**src/rtl/tri_raster_gen_if.sv**
```systemverilog
// Vertex-load and pixel-stream signals for tri_raster_gen.
// The master drives vertices; the slave (rasteriser) returns pixels.
interface tri_raster_gen_if #(parameter int CW = 3);
  logic          nt;
  logic [CW-1:0] xi;
  logic [CW-1:0] yi;
  logic          busy;
  logic          po;
  logic [CW-1:0] xo;
  logic [CW-1:0] yo;
  logic          done;

  modport master (output nt, xi, yi, input busy, po, xo, yo, done);
  modport slave  (input nt, xi, yi, output busy, po, xo, yo, done);
endinterface

```
**src/rtl/tri_raster_gen.sv**
```systemverilog
// Bounding-box triangle rasteriser: loads three vertices and streams covered pixels in raster order.
// Optional pixel counter output pix_cnt when TRI_RASTER_COUNT_EN is defined.
//   state | meaning
//   IDLE  | waiting for nt, V0 captured on nt
//   LOAD2 | capture V1
//   LOAD3 | capture V2
//   SETUP | bounding box, doubled area, degenerate check
//   SCAN  | one candidate per cycle, xmin..xmax within ymin..ymax
//   FIN   | done pulse, last pixel may coincide
module tri_raster_gen #(
  parameter int CW = 3
) (
  input  logic             clk,
  input  logic             reset,
  tri_raster_gen_if.slave  bus
`ifdef TRI_RASTER_COUNT_EN
  ,
  output logic [2*CW:0]    pix_cnt
`endif
);
  localparam int AW = 2*CW+3;

  typedef enum logic [2:0] {IDLE, LOAD2, LOAD3, SETUP, SCAN, FIN} state_t;

  state_t               state_q, state_d;
  logic [CW-1:0]        x0_q, y0_q, x1_q, y1_q, x2_q, y2_q;
  logic [CW-1:0]        x0_d, y0_d, x1_d, y1_d, x2_d, y2_d;
  logic [CW:0]          cx_q, cx_d, cy_q, cy_d;
  logic signed [AW-1:0] a2_q, a2_d;
  logic                 po_q, po_d;
  logic [CW-1:0]        xo_q, xo_d, yo_q, yo_d;

  logic [CW-1:0]        xmin, xmax, ymin, ymax;
  logic signed [AW-1:0] a2_c, e01, e12, e20;
  logic                 covered;

  function automatic logic [CW-1:0] min3(input logic [CW-1:0] a, b, c);
    logic [CW-1:0] m;
    m = (a < b) ? a : b;
    return (c < m) ? c : m;
  endfunction

  function automatic logic [CW-1:0] max3(input logic [CW-1:0] a, b, c);
    logic [CW-1:0] m;
    m = (a > b) ? a : b;
    return (c > m) ? c : m;
  endfunction

  function automatic logic signed [AW-1:0] sx(input logic [CW:0] v);
    return $signed({{(AW-CW-1){1'b0}}, v});
  endfunction

  // Edge function of directed edge a->b at point p; the doubled area is edge(V0,V1) at V2.
  function automatic logic signed [AW-1:0] edge_fn(
    input logic signed [AW-1:0] ax, ay, bx, by, px, py);
    return (bx - ax) * (py - ay) - (by - ay) * (px - ax);
  endfunction

  always_comb begin
    xmin = min3(x0_q, x1_q, x2_q);
    xmax = max3(x0_q, x1_q, x2_q);
    ymin = min3(y0_q, y1_q, y2_q);
    ymax = max3(y0_q, y1_q, y2_q);
    a2_c = edge_fn(sx({1'b0, x0_q}), sx({1'b0, y0_q}), sx({1'b0, x1_q}), sx({1'b0, y1_q}),
                   sx({1'b0, x2_q}), sx({1'b0, y2_q}));
    e01  = edge_fn(sx({1'b0, x0_q}), sx({1'b0, y0_q}), sx({1'b0, x1_q}), sx({1'b0, y1_q}),
                   sx(cx_q), sx(cy_q));
    e12  = edge_fn(sx({1'b0, x1_q}), sx({1'b0, y1_q}), sx({1'b0, x2_q}), sx({1'b0, y2_q}),
                   sx(cx_q), sx(cy_q));
    e20  = edge_fn(sx({1'b0, x2_q}), sx({1'b0, y2_q}), sx({1'b0, x0_q}), sx({1'b0, y0_q}),
                   sx(cx_q), sx(cy_q));
    // Sign test against the area makes both windings cover the same inclusive pixel set.
    covered = ((a2_q > 0) && (e01 >= 0) && (e12 >= 0) && (e20 >= 0)) ||
              ((a2_q < 0) && (e01 <= 0) && (e12 <= 0) && (e20 <= 0));
  end

  always_comb begin
    state_d = state_q;
    x0_d = x0_q; y0_d = y0_q;
    x1_d = x1_q; y1_d = y1_q;
    x2_d = x2_q; y2_d = y2_q;
    cx_d = cx_q; cy_d = cy_q;
    a2_d = a2_q;
    po_d = 1'b0;
    xo_d = '0;
    yo_d = '0;
    case (state_q)
      IDLE: begin
        if (bus.nt) begin
          x0_d = bus.xi;
          y0_d = bus.yi;
          state_d = LOAD2;
        end
      end
      LOAD2: begin
        x1_d = bus.xi;
        y1_d = bus.yi;
        state_d = LOAD3;
      end
      LOAD3: begin
        x2_d = bus.xi;
        y2_d = bus.yi;
        state_d = SETUP;
      end
      SETUP: begin
        a2_d = a2_c;
        cx_d = {1'b0, xmin};
        cy_d = {1'b0, ymin};
        state_d = (a2_c == '0) ? FIN : SCAN;
      end
      SCAN: begin
        if (covered) begin
          po_d = 1'b1;
          xo_d = cx_q[CW-1:0];
          yo_d = cy_q[CW-1:0];
        end
        if (cx_q == {1'b0, xmax}) begin
          if (cy_q == {1'b0, ymax}) begin
            state_d = FIN;
          end else begin
            cx_d = {1'b0, xmin};
            cy_d = cy_q + (CW+1)'(1);
          end
        end else begin
          cx_d = cx_q + (CW+1)'(1);
        end
      end
      FIN:     state_d = IDLE;
      default: state_d = IDLE;
    endcase
  end

  always_ff @(posedge clk) begin
    if (reset) begin
      state_q <= IDLE;
      x0_q <= '0; y0_q <= '0;
      x1_q <= '0; y1_q <= '0;
      x2_q <= '0; y2_q <= '0;
      cx_q <= '0; cy_q <= '0;
      a2_q <= '0;
      po_q <= 1'b0;
      xo_q <= '0;
      yo_q <= '0;
    end else begin
      state_q <= state_d;
      x0_q <= x0_d; y0_q <= y0_d;
      x1_q <= x1_d; y1_q <= y1_d;
      x2_q <= x2_d; y2_q <= y2_d;
      cx_q <= cx_d; cy_q <= cy_d;
      a2_q <= a2_d;
      po_q <= po_d;
      xo_q <= xo_d;
      yo_q <= yo_d;
    end
  end

  assign bus.busy = (state_q != IDLE);
  assign bus.done = (state_q == FIN);
  assign bus.po   = po_q;
  assign bus.xo   = xo_q;
  assign bus.yo   = yo_q;

`ifdef TRI_RASTER_COUNT_EN
  logic [2*CW:0] pix_cnt_q;

  always_ff @(posedge clk) begin
    if (reset) begin
      pix_cnt_q <= '0;
    end else if ((state_q == IDLE) && bus.nt) begin
      pix_cnt_q <= '0;
    end else begin
      pix_cnt_q <= pix_cnt_q + (2*CW+1)'(po_q);
    end
  end

  assign pix_cnt = pix_cnt_q;
`endif
endmodule

```
**src/flat_wrapper.sv**
```systemverilog
// flat-port wrapper written by rule: the top's interface ports become plain ports
module tri_raster_gen_flat 
#(
  parameter int CW = 3
)
  (clk, reset, bus_nt, bus_xi, bus_yi, bus_busy, bus_po, bus_xo, bus_yo, bus_done);
  tri_raster_gen_if #(.CW(CW)) bus_i ();
  input  logic clk;
  input  logic reset;
  input wire logic [$bits(bus_i.nt)-1:0] bus_nt;
  input wire logic [$bits(bus_i.xi)-1:0] bus_xi;
  input wire logic [$bits(bus_i.yi)-1:0] bus_yi;
  output wire logic [$bits(bus_i.busy)-1:0] bus_busy;
  output wire logic [$bits(bus_i.po)-1:0] bus_po;
  output wire logic [$bits(bus_i.xo)-1:0] bus_xo;
  output wire logic [$bits(bus_i.yo)-1:0] bus_yo;
  output wire logic [$bits(bus_i.done)-1:0] bus_done;
  assign bus_i.nt = bus_nt;
  assign bus_i.xi = bus_xi;
  assign bus_i.yi = bus_yi;
  assign bus_busy = bus_i.busy;
  assign bus_po = bus_i.po;
  assign bus_xo = bus_i.xo;
  assign bus_yo = bus_i.yo;
  assign bus_done = bus_i.done;
  tri_raster_gen #(.CW(CW)) u_core (.clk(clk), .reset(reset), .bus(bus_i));
endmodule
```
**config.mk**
```make
export PLATFORM = sky130hd
export DESIGN_NAME = tri_raster_gen_flat
export DESIGN_NICKNAME = d
export VERILOG_FILES = /design/src/rtl/tri_raster_gen_if.sv /design/src/rtl/tri_raster_gen.sv /design/src/flat_wrapper.sv
export SDC_FILE = /design/constraint.sdc
export NUM_CORES = 1
export LEC_CHECK = 0
export ABC_AREA = 1
export CAP_MARGIN = 15
export CELL_PAD_IN_SITES_DETAIL_PLACEMENT = 1
export CELL_PAD_IN_SITES_GLOBAL_PLACEMENT = 1
export CORE_MARGIN = 1
export CORE_UTILIZATION = 44
export CTS_CLUSTER_SIZE = 10
export DETAILED_ROUTE_END_ITERATION = 8
export GPL_TIMING_DRIVEN = 0
export PLACE_DENSITY_LB_ADDON = 0.1
export REMOVE_ABC_BUFFERS = 1
export SYNTH_ARGS = -nofsm -noshare
export SYNTH_HDL_FRONTEND = slang
export SYNTH_SLANG_ARGS = --single-unit
```
**constraint.sdc**
```tcl
create_clock -name clk -period 5.5 [get_ports clk]
set_input_delay 1.1 -clock clk [delete_from_list [all_inputs] [get_ports clk]]
set_output_delay 1.1 -clock clk [all_outputs]
set_load 0.005 [all_outputs]
```
==> results.txt <==
- Sequential fraction of the synthesis area: 0.08824
- RSZ-0062 raised after global routing: true
- The run finished, with violations left.
* Total gr overflow: 0
- The worst hold path terminates at u_core.a2_q[2]$_SDFFE_PP0P_.
- The netlist uses 36 different library cells.
- The largest registers in the layout are u_core.a2_q: 9 flops, u_core.cx_q: 4 flops, u_core.cy_q: 4 flops.
- The worst setup path is captured at a flop.
- The floorplan step defined a core boundary enclosing 0.02271 mm².
* Synthesized netlist cell count: 1376
* I/O pin count: 18
- The H-tree was split into 2 levels.
- Logic depth of the worst setup path including buffers: 27
- Clock-pin transition on the worst setup and hold timing paths: 0.07 ns
- Final antenna diode count: 0
- Average cell area after synthesis: 7.420 µm²
- The clock drives 45 sinks.
- The worst path in the final design needs a cycle of 5.680 ns, including I/O delays and setup.
- The final hold violation count is 0.
- Summing all non-filler instances in the final layout gives an area of 0.01232 mm².
- Vias in the first global route: 9570
- Post-DP HPWL: 23690 µm
- Die width: 154.3 µm
- Detailed-routing iteration count for the pre-antenna-repair pass: 4
* Area added between synthesis and finish: 20.71%
- After the last flow step, the layout net total stands at 1732.
- Number of enable-type register cells in the synthesized netlist: 0
* Register bank with the most flops: u_core.a2_q
- The share of synthesized area in the top cell type comes to 0.2765.
* Antenna violations before repair: 0
- Leading post-synthesis cells by cell area: sky130_fd_sc_hd__fa_1 (28%), sky130_fd_sc_hd__ha_1 (18%), sky130_fd_sc_hd__inv_1 (12%)
* Cts hold-fix bufs: 0
* Remaining max-slew budget at the tightest pin: 0.3244
* Worst-path cell with the longest stage delay: sky130_fd_sc_hd__fa_1
- Source of the critical timing path: u_core.y0_q[1]$_SDFFE_PP0P_
* First-pass GRT wire length: 48020 µm
- The congestion estimate from routability-driven global placement came to 0.8408.
- The number of clock buffers added by TritonCTS is 5.
- Measured in cells, the most critical reg-to-reg path has a length of 27.
* IO buf count: 17
* Launching element type of the critical path: flop
- The worst setup path is of the flop to flop kind.
- First DRT Iteration DRCs: 354
- Number of flip-flops in the largest register: 9
* Hold Path Class: flop to flop
- Entering global routing, the biggest net connects 35 pins.
* Pins Over Slew Limit: 0
* Post-route DRC violation count: 0
* Final clock period utilization by the worst path: 1.033
- Reg-to-reg critical path endpoint: u_core.bus.yo[1]$_SDFF_PP0_
- In the final routed layout, each cell accounts on average for 17.61 µm.
* TritonCTS clock tree: done
* Remaining number of nets flagged by the antenna check after routing: 0
* Slowest Stage Delay on Critical Path: 0.58 ns
* FF-to-FF Start: u_core.y0_q[1]$_SDFFE_PP0P_
- Share of post-route cells with drive strength above 1: 0.1975
- sky130_fd_sc_hd__inv_1 is the most common cell in the netlist.
* Proportion of synthesized flip-flops having asynchronous set or reset: 0
* Slack of the worst reg-to-reg path: -0.18 ns
- Vias after detailed routing: 8977
- Adding up every negative setup slack in the final design gives -1.113 ns.
* Final setup violation count: 8
* Leading post-synthesis cells by instance count: sky130_fd_sc_hd__inv_1 (314), sky130_fd_sc_hd__nand2_1 (253), sky130_fd_sc_hd__nor2_1 (151), sky130_fd_sc_hd__ha_1 (150), sky130_fd_sc_hd__fa_1 (141)
* CP bufs+invs: 4
- Clock tree synthesis selected as its root buffer the cell sky130_fd_sc_hd__clkbuf_16.
* Delay-heaviest family, CP: adder cells
* Maximum fanout along the worst path: 7
* Site Rows: 55
- The worst hold path begins at u_core.a2_q[2]$_SDFFE_PP0P_.
- Drt total wl: 30260 µm
- Effective utilization at floorplan: 0.4496
* Die Ht: 154.3 µm
- Minimum setup slack in the final design: -0.1798 ns
* Post-route clock skew: 0.005996 ns
- Counting instances, the worst hold path has a depth of 2.
* Slew @ Worst Pin: 1.012 ns
- STA puts the critical path data arrival time at 5.91 ns.
- Netlist area before placement: 0.01021 mm²
- Yosys printed 0 warnings.
- At the worst endpoint, the required time is 5.73 ns.
- Violations in the final reports: setup timing
* Total die area: 0.02382 mm²
- The most used flip-flop cell after synthesis is sky130_fd_sc_hd__dfxtp_1.
* Max-cap violation count: 0
- Deepest clock path buffer count: 2
- After detailed routing, the number of vias per cell comes to 5.225.
- For this run, the total global-route usage over all layers was measured as 0.2557.
- Placement-stage cell area: 0.01067 mm²
- In this run, synthesis produced a sequential element count of 45.
- Max Freq: 0.1761 GHz
* Clock latency of the later-clocked register in the worst-skew pair: 0.29 ns
- The synthesized design spends more area on one cell type than any other, namely sky130_fd_sc_hd__fa_1.
==> routing by layer <==
metal / part of all wire / wire length (µm) / GRT usage
met1: 0.45 / 13720 / 0.3372
met2: 0.50 / 15090 / 0.4606
met3: 0.028 / 838 / 0.01765
met4: 0.020 / 608 / 0.05186
met5: 0 / 0 / 0
==> per-stage QoR <==
stage / std cells / hold WS [ns] / util / worst slack (ns)
finish: 1718 / 0.4952 / 0.5427 / -0.1798
floorplan: 1362 / 0.4559 / - / 0.09816
CTS: 1698 / 0.5056 / 0.5193 / -0.1550
detailed placement: 1664 / 0.4905 / 0.4696 / -1.234
global placement: 1664 / 0.4700 / 0.4696 / -1.105
global route: 1718 / 0.5239 / 0.5427 / -0.3627
==> layout by cell type, fill, tap and decap left out, drive strengths merged <==
master         count
xnor2             21
nor3b              1
clkbuf             6
or2                7
o21bai             4
a31oi              5
ha               150
inv              312
nor3               6
fa               141
bufinv             1
o211ai             9
and2               1
a21o               2
o2111ai            1
nand3             87
o21ai             46
xor2              21
clkinvlp           6
clkdlybuf4s50     17
nor2             154
buf               46
nand4             12
a21oi             60
nand2            263
nor4               3
nand3b             6
dfxtp             45
==> logic make-up after synthesis <==
family                   synth area share
AND/OR/NAND/NOR                    0.2243
buffers and inverters              0.1235
adder cells (fa/ha/maj)            0.4603
AO/OA/AOI/OAI                     0.06765
flip-flops                        0.08823
XOR/XNOR                          0.03603
==> area by class of cell <==
type | instances | area [µm²]
Inverter | 317 | 1224
Clock buffer | 6 | 138.9
Clock inverter | 2 | 37.54
Multi-Input combinational cell | 1000 | 9086
Tap cell | 285 | 356.6
Fill cell | 2779 | 10390
Timing Repair Buffer | 63 | 531.8
Sequential cell | 45 | 949.7
==> worst min-delay path, stage by stage, from the launching register on <==
cell and delay, ns:
sky130_fd_sc_hd__dfxtp_1 0.33, sky130_fd_sc_hd__nor2_1 0.05, sky130_fd_sc_hd__nor2_1 0.08
==> worst max path at each step <==
stage,to
6_report,u_core.bus.yo[1]$_SDFF_PP0_
4_1_cts,u_core.bus.xo[2]$_SDFF_PP0_
3_5_place_dp,u_core.bus.xo[0]$_SDFF_PP0_
2_1_floorplan,u_core.bus.yo[1]$_SDFF_PP0_
3_3_place_gp,u_core.bus.xo[2]$_SDFF_PP0_
5_1_grt,u_core.bus.yo[1]$_SDFF_PP0_
==> what timing repair did <==
| item | 4_1_cts | 5_1_grt |
|---|---|---|
| buffers inserted | 26 | 20 |
| resized for setup | 161 | 98 |
| endpoints found under the setup margin | 13 | 11 |
| pin swaps | 44 | 69 |
Power is left out: the tool's default activity adds up to more than one toggle a clock period on the data nets, which glitch-free logic cannot reach.
